$ cat config.mk
export PLATFORM = sky130hd
export DESIGN_NAME = dff_to_tff_counter
export DESIGN_NICKNAME = d
export VERILOG_FILES = /design/src/rtl/dff_to_tff_counter.sv
export SDC_FILE = /design/constraint.sdc
export NUM_CORES = 1
export LEC_CHECK = 0
export BUFFER_PORTS_ARGS = -buffer_cell sky130_fd_sc_hd__buf_4
export CAP_MARGIN = 10
export CORE_AREA = 2 2 39 41
export DETAILED_ROUTE_END_ITERATION = 6
export DIE_AREA = 0 0 41 43
export PLACE_DENSITY = 0.66
export SLEW_MARGIN = 20
export SYNTH_ARGS = -nofsm -noshare
export SYNTH_HDL_FRONTEND = slang
export SYNTH_SLANG_ARGS = --single-unit
$ cat constraint.sdc
create_clock -name clk -period 2.5 [get_ports clk]
set_input_delay 0.25 -clock clk [delete_from_list [all_inputs] [get_ports clk]]
set_output_delay 0.25 -clock clk [all_outputs]
set_load 0.05 [all_outputs]
$ cat src/rtl/dff_to_tff_counter.sv
// Bank of T flip-flops built from D registers (d = t ^ q), usable as a raw
// T array or as an up/down binary counter with internally generated toggles.

module dff_to_tff_stage (
  input  logic clk,
  input  logic rst,
  input  logic load,
  input  logic din,
  input  logic t,
  output logic q
);
  logic q_q, q_d;

  always_comb begin
    q_d = q_q ^ t;
    if (load) q_d = din;
  end

  always_ff @(posedge clk) begin
    if (!rst) q_q <= 1'b0;
    else      q_q <= q_d;
  end

  assign q = q_q;
endmodule

module dff_to_tff_counter #(
  parameter int WIDTH = 4
) (
  input  logic             clk,
  input  logic             rst,
  input  logic             en,
  input  logic             cnt_mode,
  input  logic             up,
  input  logic [WIDTH-1:0] t_in,
  input  logic             load,
  input  logic [WIDTH-1:0] din,
  output logic [WIDTH-1:0] q,
  output logic [WIDTH-1:0] qb,
  output logic             tc,
  output logic             wrap
);
  logic [WIDTH-1:0] t;
  logic             carry;
  logic             wrap_q, wrap_d;

  // Counter toggles: bit i flips when every lower bit is 1 (up) or 0 (down).
  always_comb begin
    t     = '0;
    carry = 1'b1;
    if (en) begin
      if (!cnt_mode) begin
        t = t_in;
      end else begin
        for (int i = 0; i < WIDTH; i++) begin
          t[i]  = carry;
          carry = carry & (up ? q[i] : ~q[i]);
        end
      end
    end
  end

  for (genvar i = 0; i < WIDTH; i++) begin : g_stage
    dff_to_tff_stage u_stage (
      .clk  (clk),
      .rst  (rst),
      .load (load),
      .din  (din[i]),
      .t    (t[i]),
      .q    (q[i])
    );
  end

  assign qb = ~q;
  assign tc = en & cnt_mode & (up ? (&q) : ~(|q));

  always_comb begin
    wrap_d = tc & ~load;
  end

  always_ff @(posedge clk) begin
    if (!rst) wrap_q <= 1'b0;
    else      wrap_q <= wrap_d;
  end

  assign wrap = wrap_q;
endmodule

==> results.yml <==
status:
  status: "finished, final reports clean"
final_layout:
  filler_cell_count: 150
  layout-drive-gt1-share_pct: 39.47
  syn_to_final_growth_pct: 36.24
  fin_nets: 91
  fin_util_pct: 43.85
  design_area_um2: 606.8
  diodes: 0
synthesis:
  ys_seq_area_share_pct: 22.47
  synthArstFlopShare_pct: 0
  synth_edf_count: 0
  syn_nets: 72
  yosys.area.top_type: "dfxtp_1"
  synth_top_area_share_pct: 22.47
  synth_cell_types: 32
  netlist_top_cells_count: "inv_1, dfxtp_1, buf_4"
  synth-seq-cells: 5
  yosysWarnings: 0
  ys.flop_type: "dfxtp_1"
  syn_avg_cell_area_um2: 7.680
  synthTopCellsByArea: "dfxtp_1, buf_4, inv_1, nor2b_1, xnor2_1"
  post-synth-top-count-cell: "inv_1"
  synth.cell_area_um2: 445.4
  syn_inst: 58
hold_path:
  min_delay_path_depth: 2
  hold_class: "in2reg"
flow_run:
  drv_cap: 0
floorplan:
  coreArea_mm2: 0.001384
  fp.dieW_um: 41
  die_area_mm2: 0.001763
  ios: 24
  die_h_um: 43
  initial_utilization_pct: 32.19
  rows: 14
clock_network:
  root_buffer: "clkbuf_4"
  cts_tree: "yes"
  cts_buffers: 3
  cts_buffer_depth: 2
  cts_setup_buffers: 0
  cts_hold_buf: 0
  htreeDepth: 1
  cts_resized: 0
  clk_latency_ns: 0.24
  cts.sinks: 5
  path_clk_slew_ns: 0.05
critical_path:
  reg2reg_slack_ns: 0.96
  path_max_fanout: 10
  r2r_end: "g_stage[3].u_stage.q$_SDFF_PN0_"
  startpoint: "g_stage[1].u_stage.q$_SDFF_PN0_"
  setup.worst_path.end: "tc"
  reg2regPathDepth: 3
  critPathKind: "reg2out"
  required_ns: 2.25
  crit_arrival_ns: 1.74
  worst_setup_path_end_kind: "output pin"
  start_kind: "flop"
  r2r_start: "g_stage[1].u_stage.q$_SDFF_PN0_"
sta:
  finalCritPeriodShare_pct: 79.44
  fin_tns_setup_ns: 0
  report.final.setup_viol: 0
  worstMarginPinSlew_ns: 0.3647
  max_clock_freq_ghz: 0.5035
  finalClockSkew_ns: 0.001875
  finalHoldViolCount: 0
  slew_violations: 0
  finalCriticalPeriod_ns: 1.986
  rsz0062_at_grt: "false"
  relSlewSlack_pct: 75.06
placed_design:
  port_buffers: 23
  place.gp.congestion: 0.7382
  place.detailed.hpwl_um: 860
  place_area_um2: 580.6
grt:
  overflow: 0
  grt_max_degree: 12
  grtUsageTotal_pct: 14.94
  grt_pass1_vias: 432
  grt_pass1_wl_um: 1794
  grt_antenna_before_repair: 0
drt:
  avgRoutedWirePerCell_um: 12.79
  drt.antenna.violating_nets: 0
  via_count: 467
  routed_wl_um: 1177
  first_pass_iters: 3
  vias_per_cell: 5.076
  drtIter0Drc: 17
  drc: 0
power_and_ir_drop:
  leakagePower_uw: 0.0002733
  switching_share_pct: 38.48
  internal_power_uw: 193.9
  p_sw_uw: 121.3
  power_frac_comb_pct: 38.1
  finalPower_uw: 315.2
  powerDensity_mw_per_mm2: 519.4
  power_frac_clock_pct: 30.8
  power_frac_seq_pct: 31.1
  vdd_drop_max_uv: 229.4
[flip-flops by register name, indices dropped and copies added, names as in the netlist]
signal,flops
g_stage.u_stage.q,4
wrap,1
[per-layer routing]
layer	vias up	share of wire [%]	GRT usage, %
met2	15	51	24.38
li1	240	-	-
met3	0	4.5	1.571
met1	212	44	17.95
met4	0	0	8.000
met5	-	0	0
[stage by stage]
step	hold WS, ns	worst slack, ns	instances
detailed placement	0.5111	0.7777	88
floorplan	0.3834	0.4228	58
global placement	0.5180	0.7964	88
finish	0.2599	0.5139	92
CTS	0.2539	0.5024	92
global route	0.2607	0.4198	92
[logic make-up after synthesis]
family / count (synthesis) / share of synthesized area, %
and+or+nand+nor: 21 / 28.09
AOI/OAI and AO/OA: 15 / 27.53
buffers and inverters: 15 / 17.98
DFF: 5 / 22.47
xor gates and xnor gates: 2 / 3.933
[how the worst min path moves through the flow]
stage	startpoint	endpoint	slack, ns
3_3_place_gp	rst	g_stage[0].u_stage.q$_SDFF_PN0_	0.52
2_1_floorplan	rst	g_stage[0].u_stage.q$_SDFF_PN0_	0.38
3_5_place_dp	rst	g_stage[0].u_stage.q$_SDFF_PN0_	0.51
4_1_cts	rst	g_stage[0].u_stage.q$_SDFF_PN0_	0.25
6_report	rst	g_stage[0].u_stage.q$_SDFF_PN0_	0.26
5_1_grt	rst	g_stage[0].u_stage.q$_SDFF_PN0_	0.26
[power by group through the flow]
| stage | Combinational [uW] | Clock (uW) | Sequential [uW] |
|---|---|---|---|
| after floorplan | 95.8 | 0 | 92.5 |
| after global placement | 120 | 0 | 98.2 |
| after detailed placement | 120 | 0 | 99.5 |
| after CTS | 121 | 102 | 98.0 |
| after global routing | 128 | 103 | 99.6 |
| final | 120 | 97.1 | 97.9 |
[layout by cell type (no fill, tap or decap)]
cell	count
and3_1	2
nand3b_1	1
nor4b_1	1
nor3_1	2
a211oi_1	2
a311oi_1	1
inv_1	6
o211ai_1	1
nand4_1	2
o211a_1	1
a31o_1	1
clkbuf_4	3
nand2_1	1
a31o_2	1
or3_1	1
or4_4	1
buf_4	23
o21a_1	1
or2_2	1
a2111oi_0	1
o21ai_0	3
a221oi_2	1
o311a_1	1
nand2b_1	1
clkbuf_1	1
nor2b_1	3
nand3_1	2
dfxtp_1	5
xnor2_1	2
o31ai_1	1
nor2_1	3
[critical path: stages (launching register included)]
cell and delay, ns:
dfxtp_1 0.39, or4_4 0.57, a221oi_2 0.29, buf_4 0.24
[area by class of cell]
type	instances	area [um^2]	share of cell area (%)
clock buffers	4	26.28	4.330
flip-flops and latches	5	100.1	16.49
well taps	16	20.02	3.299
inverters	6	22.52	3.711
multi-input cells	38	265.3	43.71
repair buffers	23	172.7	28.45
Power figures use the tool's default switching activity.
